File: config.mk
export PLATFORM = sky130hd
export DESIGN_NAME = alu_issue
export DESIGN_NICKNAME = d
export VERILOG_FILES = /design/src/rtl/alu_pkg.sv /design/src/rtl/alu_cmd_fifo.sv /design/src/rtl/alu_issue.sv
export SDC_FILE = /design/constraint.sdc
export NUM_CORES = 1
export LEC_CHECK = 0
export CORE_AREA = 2 2 105 107
export DETAILED_ROUTE_END_ITERATION = 6
export DIE_AREA = 0 0 107 109
export DONT_BUFFER_PORTS = 1
export PLACE_DENSITY = 0.73
export SYNTH_ARGS = -nofsm -noshare
export SYNTH_HDL_FRONTEND = slang
export SYNTH_SLANG_ARGS = --single-unit
File: constraint.sdc
create_clock -name clk -period 2.6 [get_ports clk]
set_clock_uncertainty 0.2 [all_clocks]
set_input_delay 0.52 -clock clk [delete_from_list [all_inputs] [get_ports clk]]
set_output_delay 0.52 -clock clk [all_outputs]
set_load 0.02 [all_outputs]
File: src/rtl/alu_pkg.sv
// Shared definitions for the ALU issue slice and the downstream ALU.
// Contents: opcode constants, the issue FSM state type and an opcode
// legality helper.
package alu_pkg;

  localparam logic [2:0] OP_PLUS    = 3'd0;
  localparam logic [2:0] OP_MINUS   = 3'd1;
  localparam logic [2:0] OP_AND     = 3'd2;
  localparam logic [2:0] OP_OR      = 3'd3;
  localparam logic [2:0] OP_UNEGATE = 3'd4;

  typedef enum logic [1:0] {
    ST_IDLE = 2'd0,
    ST_EXEC = 2'd1,
    ST_RESP = 2'd2
  } state_t;

  // Opcodes above OP_UNEGATE are reserved and flagged as errors.
  function automatic logic op_legal(input logic [2:0] op);
    return (op <= OP_UNEGATE);
  endfunction

endpackage

File: src/rtl/alu_cmd_fifo.sv
// Command FIFO for alu_issue.
// Ports: clk, rst_n (async active-low), push/push_data (write side),
// pop/pop_data (read side, pop_data shows the head combinationally),
// empty, full. Pushes while full and pops while empty are ignored.
module alu_cmd_fifo #(
  parameter int unsigned DEPTH   = 4,
  parameter int unsigned ENTRY_W = 20
) (
  input  logic               clk,
  input  logic               rst_n,
  input  logic               push,
  input  logic [ENTRY_W-1:0] push_data,
  input  logic               pop,
  output logic [ENTRY_W-1:0] pop_data,
  output logic               empty,
  output logic               full
);

  localparam int unsigned AW = (DEPTH > 1) ? $clog2(DEPTH) : 1;

  logic [ENTRY_W-1:0] mem [DEPTH];
  logic [AW-1:0]      wptr;
  logic [AW-1:0]      rptr;
  logic [AW:0]        count;
  logic               do_push;
  logic               do_pop;

  assign empty    = (count == '0);
  assign full     = (count == (AW+1)'(DEPTH));
  assign do_push  = push & ~full;
  assign do_pop   = pop & ~empty;
  assign pop_data = mem[rptr];

  // DEPTH is a power of two, so the pointers wrap naturally.
  always_ff @(posedge clk or negedge rst_n) begin
    if (!rst_n) begin
      wptr  <= '0;
      rptr  <= '0;
      count <= '0;
    end else begin
      if (do_push) wptr <= wptr + 1'b1;
      if (do_pop)  rptr <= rptr + 1'b1;
      case ({do_push, do_pop})
        2'b10:   count <= count + 1'b1;
        2'b01:   count <= count - 1'b1;
        default: count <= count;
      endcase
    end
  end

  // Storage needs no reset: entries are only read once count covers them.
  always_ff @(posedge clk) begin
    if (do_push) mem[wptr] <= push_data;
  end

endmodule

File: src/rtl/alu_issue.sv
// ALU command issue stage.
// Queues commands (opcode, operands, accumulator select) in a FIFO, issues
// one at a time to an external combinational ALU for exactly one cycle,
// registers the result and holds it until the consumer accepts it.
// Ports: clk, rst_n; in_valid/in_ready/in_op/in_a/in_b/in_use_acc (command
// input); alu_a/alu_b/alu_opcode (to ALU, zero outside EXEC), alu_out (from
// ALU); res_valid/res_ready/res_data/res_err (result output).
module alu_issue
  import alu_pkg::*;
#(
  parameter int unsigned DEPTH = 4,
  parameter int unsigned WIDTH = 8
) (
  input  logic             clk,
  input  logic             rst_n,
  input  logic             in_valid,
  output logic             in_ready,
  input  logic [2:0]       in_op,
  input  logic [WIDTH-1:0] in_a,
  input  logic [WIDTH-1:0] in_b,
  input  logic             in_use_acc,
  output logic [WIDTH-1:0] alu_a,
  output logic [WIDTH-1:0] alu_b,
  output logic [2:0]       alu_opcode,
  input  logic [WIDTH-1:0] alu_out,
  output logic             res_valid,
  input  logic             res_ready,
  output logic [WIDTH-1:0] res_data,
  output logic             res_err
);

  localparam int unsigned EW = 2*WIDTH + 4;

  state_t           state;
  logic [EW-1:0]    push_data;
  logic [EW-1:0]    head;
  logic             empty;
  logic             full;
  logic             pop;
  logic             op_use_acc;
  logic [2:0]       op_code;
  logic [WIDTH-1:0] op_a;
  logic [WIDTH-1:0] op_b;
  logic [WIDTH-1:0] acc;

  assign push_data = {in_use_acc, in_op, in_a, in_b};
  assign in_ready  = ~full;

  // Pop on leaving IDLE or on a RESP handshake with more work queued.
  assign pop = ~empty & ((state == ST_IDLE) | ((state == ST_RESP) & res_ready));

  alu_cmd_fifo #(
    .DEPTH   (DEPTH),
    .ENTRY_W (EW)
  ) u_fifo (
    .clk       (clk),
    .rst_n     (rst_n),
    .push      (in_valid),
    .push_data (push_data),
    .pop       (pop),
    .pop_data  (head),
    .empty     (empty),
    .full      (full)
  );

  always_ff @(posedge clk or negedge rst_n) begin
    if (!rst_n) begin
      state      <= ST_IDLE;
      op_use_acc <= 1'b0;
      op_code    <= '0;
      op_a       <= '0;
      op_b       <= '0;
      acc        <= '0;
      res_valid  <= 1'b0;
      res_data   <= '0;
      res_err    <= 1'b0;
    end else begin
      case (state)
        ST_IDLE: begin
          if (!empty) begin
            {op_use_acc, op_code, op_a, op_b} <= head;
            state <= ST_EXEC;
          end
        end
        ST_EXEC: begin
          res_valid <= 1'b1;
          if (op_legal(op_code)) begin
            res_data <= alu_out;
            res_err  <= 1'b0;
            acc      <= alu_out;
          end else begin
            res_data <= '0;
            res_err  <= 1'b1;
          end
          state <= ST_RESP;
        end
        ST_RESP: begin
          if (res_ready) begin
            res_valid <= 1'b0;
            if (!empty) begin
              {op_use_acc, op_code, op_a, op_b} <= head;
              state <= ST_EXEC;
            end else begin
              state <= ST_IDLE;
            end
          end
        end
        default: state <= ST_IDLE;
      endcase
    end
  end

  always_comb begin
    alu_a      = '0;
    alu_b      = '0;
    alu_opcode = '0;
    if (state == ST_EXEC) begin
      alu_a      = op_use_acc ? acc : op_a;
      alu_b      = op_b;
      alu_opcode = op_code;
    end
  end

endmodule
==> metrics.yaml <==
logic_synthesis:
  synthSimpleGateAreaFrac_pct: 4.78
  synth_compound_area_share_pct: 1.81
  syn_area_um2: 5110
  synthMuxAreaShare_pct: 18.5
  synth_top_family_by_area: "multiplexers"
  async_flop_share_pct: 37.0
  ys_ff_latch: 127
  yosysSeqAreaShare_pct: 70.1
  avgSynthCellArea_um2: 19.3
  postSynthCellCount: 265
  synth_xor_area_share_pct: 1.03
  yosys_warnings: 0
  synthFlopType: "edfxtp_1"
  synthAdderAreaFrac_pct: 1.62
  synth.distinct_cells: 34
  synth_edf_count: 80
  synth_nets: 303
global_route:
  grt_overflow: 0
  antenna_found_initial: 0
  grt_pass1_wl_mm: 14.0
  grt_max_degree: 48
  grt_use_total_pct: 16.8
  grt_pass1_vias: 2568
sta:
  worst_slack_ns: 0.145
  period_minus_slack_ns: 2.45
  hold_slack_ns: 0.0539
  rsz0062_at_grt: "no"
  final_hold_viol_count: 0
  maxSlewHeadroom_pct: 26.8
  maxSlewViolCount: 0
  setup_viol: 0
  finalCritPeriodShare_pct: 94.4
  setup-tns-final_ns: 0
  worst_pin_slew_ns: 1.10
  clock.fmax_ghz: 0.407
finish:
  drive_gt1_share_pct: 26.3
  regArea_um2: 3580
  final_cell_mix: "edfxtp_1, dfrtp_1, dlygate4sd3_1, mux2_4, mux4_2"
  mostFrequentLayoutCell: "edfxtp_1"
  postLayoutCellArea_um2: 6180
  fillerInstances: 778
  multi_input_area_um2: 1420
  nets: 348
  num_antenna_cells: 0
  fin_cells: 463
  area_growth_pct: 21.0
clock_tree:
  cts_root_buf: "clkbuf_8"
  cts_buffers: 17
  cts.sinks: 127
  insertion_delay_ns: 0.51
  post_cts_buffers: 0
  path_clk_slew_ns: 0.06
  cts_tree: "done"
  htreeDepth: 4
  cts.path.max_buffers: 2
floorplan:
  dieWidth_um: 107
  fp.dieH_um: 109
  start_util_pct: 48.2
  dieArea_um2: 11700
  coreArea_um2: 10600
  rows: 38
  io_pins: 62
critical_path:
  required_ns: 2.84
  worst_setup_path_end_kind: "flip-flop"
  start_kind: "flip-flop"
  critPathKind: "reg -> reg"
  cp.arrival_ns: 2.69
  cp_max_fo: 6
routing:
  drt_wl_total_mm: 8.97
  first_iter_violations: 142
  drc_errors: 0
  detail_route.wl_per_cell_um: 19.4
  ant_nets: 0
  avgViaCountPerCell: 5.26
  vias: 2435
  dr.pass1.iters: 4
power:
  powerDensity_nw_per_um2: 1330
  clockPowerShare_pct: 29.5
  p_sw_share_pct: 29.9
  peakVddDrop_uv: 590
  p_comb_share_pct: 30.9
  leakage_nw: 2.38
  p_switching_mw: 2.45
  intPower_mw: 5.75
  power_frac_seq_pct: 39.6
run_status:
  status: "complete, no violations"
place:
  dp.cells: 400
  post-place-ws_ns: 0.152
  placed_area_um2: 5240
  gp_congestion: 0.695
  dp_hpwl_mm: 5.24
  portBuffers: 0
worst_hold_path:
  hold_path_class: "in -> reg"
run:
  maxCapViolCount: 0
Yosys cell counts, types with 4 or more instances:
cell | number | share of area (%)
a22o_1 | 8 | 1.4
and2_1 | 11 | 1.3
and3_1 | 4 | 0.49
buf_6 | 5 | 1.1
clkbuf_1 | 4 | 0.29
dfrtp_1 | 47 | 23
edfxtp_1 | 80 | 47
ha_1 | 5 | 1.2
inv_1 | 7 | 0.51
mux2_2 | 9 | 2.0
mux2_4 | 19 | 5.6
mux2i_1 | 9 | 1.8
mux4_2 | 18 | 7.9
nor2_1 | 11 | 0.81
xor2_1 | 4 | 0.69
final timing paths:
kind | startpoint | slack (ns) | depth (start not counted) | to
worst max-delay path | u_fifo.count[0] | 0.15 | 9 | u_fifo.count[2]
worst min-delay path | in_valid | 0.05 | 2 | u_fifo.wptr[0]
worst max register to register | u_fifo.count[0] | 0.15 | 9 | u_fifo.count[2]
worst min register to register | acc[6] | 0.28 | 1 | acc[6]
max in group asynchronous | rst_n | 1.61 | 2 | state[0]
min in group asynchronous | rst_n | 0.34 | 2 | op_b[4]
what timing repair did:
action | CTS | global route
resized for setup | 0 | 1
endpoints found under the hold margin | 144 | 0
endpoints found under the setup margin | 0 | 9
hold buffers | 31 | 0
state kept, by name (all words and copies together) (netlist names):
register and cells:
u_fifo.wptr 2, op_use_acc 1, res_valid 1, res_data 8, state 2, op_code 3
u_fifo.rptr 2, u_fifo.mem 80, u_fifo.count 3, res_err 1, acc 8, op_b 8
op_a 8
metrics by stage:
stage	util (%)	total power [mW]
after floorplan	-	5.32
after global placement	49.4	5.66
after detailed placement	49.4	5.75
after CTS	58.3	8.29
after global routing	58.3	8.62
final	58.3	8.20
per-layer routing:
metal | up-vias | wire, um | GRT usage [%]
li1 | 1104 | - | -
met1 | 1259 | 3770 | 20.1
met2 | 63 | 4690 | 27.9
met3 | 9 | 405 | 5.38
met4 | 0 | 106 | 7.79
met5 | - | 0 | 0
worst max-delay path, cell delays in order (launching register included):
cell and delay (ns):
dfrtp_1 0.43, or3b_4 0.50, and2_4 0.20, inv_1 0.05, ha_1 0.16, inv_1 0.06
fa_1 0.37, xor2_1 0.15, nor2_1 0.12, xor2_1 0.14
power groups by stage:
stage | sequential (mW) | clock, mW | combinational, mW
floorplan | 3.15 | 0 | 2.17
detailed placement | 3.28 | 0 | 2.47
global route | 3.32 | 2.54 | 2.76
finish | 3.25 | 2.42 | 2.53
global placement | 3.24 | 0 | 2.42
CTS | 3.26 | 2.46 | 2.57
cell families after synthesis:
family,Yosys count
compound gates,12
buf+inv,18
simple gates,38
flops,127
fa+ha+maj,6
xor+xnor,6
mux,58
cell type report:
type                    count  share of cell area [%]
inverters                   7                   0.425
well taps                 140                    2.83
repair buffers             37                    6.03
clock buffers              26                    7.73
flip-flops and latches    127                    57.9
clock inverters             6                    2.11
multi-input cells         120                    22.9
No activity file was read; power rests on OpenSTA's default activity.
==> RTL edit 1: new RTL, same flow settings <==
The 3 states of `state_t` get a one-hot encoding in 3 bits.
--- a/src/rtl/alu_pkg.sv
+++ b/src/rtl/alu_pkg.sv
@@ -9,10 +9,10 @@
   localparam logic [2:0] OP_OR      = 3'd3;
   localparam logic [2:0] OP_UNEGATE = 3'd4;
 
-  typedef enum logic [1:0] {
-    ST_IDLE = 2'd0,
-    ST_EXEC = 2'd1,
-    ST_RESP = 2'd2
+  typedef enum logic [2:0] {
+    ST_IDLE = 3'b001,
+    ST_EXEC = 3'b010,
+    ST_RESP = 3'b100
   } state_t;
 
   // Opcodes above OP_UNEGATE are reserved and flagged as errors.
Behaviour: same outputs for any inputs over 10 cycles, from zero or initial values and one cycle with rst_n low; not proved beyond that.
==> RTL edit 1 against the unedited design <==
Power decreased by 4.4%. Sequential cell count rose by 1. Wire length rose by 1.5%. Synthesized cell count increased by 3.8%. Global-route usage increased by 0.25 points. Sequential power is 2% higher. Area after synthesis is 0.91% higher. Cell area is 0.67% higher. Highest routed layer unchanged. Count of clock-buffer cells in the layout unchanged. Worst setup slack worse by 0.018 ns.
==> RTL edit 1: results (changes against the unedited design) <==
- Number of global-route vias before repair: 2799 (+9.0%)
- Post-synth cell types: 38 (+12%)
- Nets: 362 (+4.0%)
- Max stage delay on crit path: 0.62 ns (+0.12 ns)
- Top post-synthesis cells by area: edfxtp_1, dfrtp_1, mux4_2, mux2_2, mux2_4
- Synth Area in XOR/XNOR: 0.0102 (-0.0000925)
- Sequential area share after synthesis: 0.700 (-0.00120)
- Least-Margin Pin Slew: 1.11 ns (+0.0130 ns)
- DR vias/cell: 5.36 (+2.0%)
- Layout cell share with drive strength beyond 1: 0.282 (+0.0187)
- Syn Inst Count: 275 (+3.8%)
- Crit path DAT: 1.75 ns (-0.94 ns)
- Post-Synth Adder-Cell Area: 0.0160 (-0.000145)
- Peak supply drop: 0.650 mV (+10%)
- Hold path start: res_ready
- Hold endpoint: state[1]
- HPWL after detailed placement: 5.47 mm (+4.4%)
- Async S/R FF share, synth: 0.375 (+0.00492)
- Clk slew on worst S/H paths: 0.05 ns
- Status: finished, final reports clean
- Vias post-DR: 2559 (+5.1%)
- GPL Wtd Cong: 0.745 (+7.2%)
- Largest net degree at the start of global routing: 49 (+2.1%)
- Syn nets: 313 (+3.3%)
- Commonest cells post-synth: edfxtp_1, dfrtp_1, mux4_2
- Synth Area in Compound Gates: 0.0284 (+0.0103)
- Mux contribution to synthesized area: 0.174 (-0.0111)
- Post-Place Cells: 413 (+3.3%)
- CP Max Fanout: 16 (+10)
RTL edit 1: final cells by class:
class                      count  area [um2]
sequential                   128        3610
timing repair buffer          42         410
clock inverter                 6        55.1
fill                         797        4380
clock buffer                  26         500
multi-input combinational    126        1440
tap                          140         175
inverter                       9        33.8
RTL edit 1: stage by stage:
step / utilization / instance area, um2 / setup WS (ns) / hold slack [ns]
2_1_floorplan: - / 5150 / 0.159 / 0.0244
3_3_place_gp: 0.502 / 5320 / 0.207 / 0.0253
3_5_place_dp: 0.502 / 5320 / 0.148 / 0.0254
4_1_cts: 0.587 / 6220 / 0.0915 / 0.00993
5_1_grt: 0.587 / 6220 / 0.00761 / 0.0136
6_report: 0.587 / 6220 / 0.128 / 0.0263
RTL edit 1: routing by layer:
metal  wire (um)  global-route usage  vias up
met5           0                   0        -
met4         144              0.0751        0
li1            -                   -     1148
met1        3910               0.207     1320
met3         423              0.0484       13
met2        4620               0.288       78
RTL edit 1: repair_timing:
| item | CTS | global route |
|---|---|---|
| hold buffers | 31 | 0 |
| gates resized for setup | 2 | 0 |
| endpoints found under the setup margin | 8 | 0 |
| endpoints found under the hold margin | 145 | 0 |
| setup buffers | 1 | 0 |
RTL edit 1: power by group:
| group | switching [mW] | internal [mW] |
|---|---|---|
| sequential | 0.460 | 2.86 |
| combinational | 1.11 | 1.23 |
| clock | 0.789 | 1.40 |
RTL edit 1: worst max path at each step:
stage | end | cells after the start
final | alu_a[0] | 5
after global routing | alu_a[1] | 5
after CTS | alu_b[0] | 3
after detailed placement | u_fifo.count[2] | 9
after global placement | u_fifo.count[2] | 9
after floorplan | u_fifo.count[2] | 9
==> RTL edit 2: new RTL, same flow settings <==
Without the edit above. `DEPTH` is set to 4 in 2 places; all go to 2.
--- a/src/rtl/alu_cmd_fifo.sv
+++ b/src/rtl/alu_cmd_fifo.sv
@@ -3,7 +3,7 @@
 // pop/pop_data (read side, pop_data shows the head combinationally),
 // empty, full. Pushes while full and pops while empty are ignored.
 module alu_cmd_fifo #(
-  parameter int unsigned DEPTH   = 4,
+  parameter int unsigned DEPTH   = 2,
   parameter int unsigned ENTRY_W = 20
 ) (
   input  logic               clk,
--- a/src/rtl/alu_issue.sv
+++ b/src/rtl/alu_issue.sv
@@ -8,7 +8,7 @@
 module alu_issue
   import alu_pkg::*;
 #(
-  parameter int unsigned DEPTH = 4,
+  parameter int unsigned DEPTH = 2,
   parameter int unsigned WIDTH = 8
 ) (
   input  logic             clk,
Function: changed (a bounded check fails within 4 cycles, from zero or initial values and one cycle with rst_n low).
==> RTL edit 2 against the unedited design <==
Sequential share of layout area is 2.5 points higher. Sequential cell count shrank 43. Worst setup slack better by 0.025 ns. Register-to-register slack better by 0.62 ns. Wire length shrank 31%. Cell area shrank 38%. Core utilization fell by 22 points. Power shrank 38%. Area after synthesis decreased by 33%. Critical path type is now reg2out. Critical endpoint is now alu_a[7]. Largest cell class unchanged.
==> RTL edit 2: results (changes against the unedited design) <==
- Yosys warns: 0 (unchanged)
- Max FFs per register: 40 (-50%)
- Initial drt markers: 75 (-47%)
- Finished Layout Cells: 357 (-23%)
- Top post-synthesis cells by area: edfxtp_1, dfrtp_1, mux2_2, mux2_4, mux2i_1
- Hold violation count in the final report: 0 (unchanged)
- Pre-Repair DR Iteration Count: 3 (-1)
- Routed len/inst: 17.3 um (-11%)
- Layout cell share with drive strength beyond 1: 0.332 (+0.0686)
- Met3 WL post-DR: 458 um (+13%)
- GPL Wtd Cong: 0.705 (+1.5%)
- Worst-Skew Late Latency: 0.34 ns (-0.17 ns)
- Status: finished, final reports clean
- Highest routed layer: met4
- Post-synth cell types: 25 (-26%)
- Post-synth EDFFs: 40 (-50%)
- Port-buffer cells: 0 (unchanged)
- Crit path DAT: 1.71 ns (-0.98 ns)
- Nets: 245 (-30%)
- Syn nets: 236 (-22%)
- Commonest cells post-synth: dfrtp_1, edfxtp_1, mux2_2
- Slew margin rel.: 0.583 (+0.315)
- Primary FF master, synth: dfrtp_1
- Post-Place Cells: 339 (-15%)
- CTS buffer count: 9 (-8)
- Clk slew on worst S/H paths: 0.09 ns (+0.03 ns)
- Gr usage total: 0.116 (-0.0523)
- Final setup fails: 0 (unchanged)
- Syn Inst Count: 203 (-23%)
- H-tree depth: 3 (-1)
- Leakage: 1.50 nW (-37%)
- Number of global-route vias before repair: 1848 (-28%)
- Largest net degree at the start of global routing: 45 (-6.3%)
- Peak supply drop: 0.509 mV (-14%)
- Sequential area share after synthesis: 0.676 (-0.0243)
- Vias post-DR: 1651 (-32%)
- Async S/R FF share, synth: 0.524 (+0.154)
- HPWL after detailed placement: 4.38 mm (-16%)
- Met2 wire length: 3.10 mm (-34%)
- First-pass GRT wire length: 9.80 mm (-30%)
- Hold Crit Depth: 0 (-2)
- Post-CTS setup buffers: 0 (unchanged)
- Reg2Reg Depth: 3 (-6)
- Int Power: 3.41 mW (-41%)
- DRT met1 WL: 2.52 mm (-33%)
- CP Max Fanout: 17 (+11)
[RTL edit 2: cell count changes after synthesis, moves of 3 or more]
cell | before | now
and3_1 | 4 | 1
dfrtp_1 | 47 | 44
edfxtp_1 | 80 | 40
ha_1 | 5 | 1
inv_1 | 7 | 1
mux2_2 | 9 | 29
mux4_2 | 18 | 0
[RTL edit 2: critical path, stage by stage, from the launching register on]
cell	delay, ns
dfrtp_1	0.44
nand2b_1	0.45
nor2_1	0.47
[RTL edit 2: layer usage]
metal  global-route usage  vias to the layer above
li1                     -                      757
met1                0.126                      840
met2                0.194                       45
met3               0.0532                        9
met4               0.0529                        0
met5                    0                        -
[RTL edit 2: worst paths after layout]
| kind | startpoint | end | slack, ns |
|---|---|---|---|
| worst min-delay path | in_a[4] | u_fifo.mem[1][12] | 0.06 |
| min in group asynchronous | rst_n | op_a[1] | 0.46 |
| worst max-delay path | state[1] | alu_a[7] | 0.17 |
| worst max register to register | u_fifo.rptr | op_code[1] | 0.77 |
| max in group asynchronous | rst_n | res_data[3] | 1.52 |
| worst min register to register | acc[7] | acc[7] | 0.30 |
[RTL edit 2: kinds of logic (layout without fill, tap and decap cells)]
kind of cell	after synthesis	after routing	synth area share
adder cells (fa/ha/maj)	1	1	0.00368
AND/OR/NAND/NOR	35	35	0.0596
flip-flops	84	84	0.676
buffers and inverters	10	24	0.0187
XOR/XNOR	5	5	0.0129
multiplexers	56	56	0.202
AO/OA/AOI/OAI	12	12	0.0265
[RTL edit 2: power groups by stage]
stage / logic (mW) / clock network (mW) / registers, mW
6_report: 1.80 / 0.997 / 2.32
5_1_grt: 1.96 / 1.09 / 2.39
3_3_place_gp: 1.77 / 0 / 2.33
3_5_place_dp: 1.83 / 0 / 2.36
4_1_cts: 1.85 / 1.05 / 2.33
2_1_floorplan: 1.64 / 0 / 2.20
[RTL edit 2: metrics by stage]
| step | power (mW) | cell area (um2) | setup slack, ns |
|---|---|---|---|
| final | 5.12 | 3810 | 0.170 |
| after CTS | 5.23 | 3810 | 0.124 |
| after global placement | 4.10 | 3560 | 0.560 |
| after detailed placement | 4.18 | 3560 | 0.527 |
| after global routing | 5.44 | 3810 | 0.0401 |
| after floorplan | 3.84 | 3400 | 0.331 |
[RTL edit 2: what timing repair did]
item | CTS | global route
endpoints found under the hold margin | 44 | 0
hold buffers | 2 | 0
resized for setup | 0 | 0
[RTL edit 2: cell type report]
class	instances	area, um2
fill	997	6790
sequential	84	2300
multi-input combinational	109	1040
tap	140	175
clock buffer	10	128
clock inverter	6	88.8
timing repair buffer	7	75.1
inverter	1	3.75
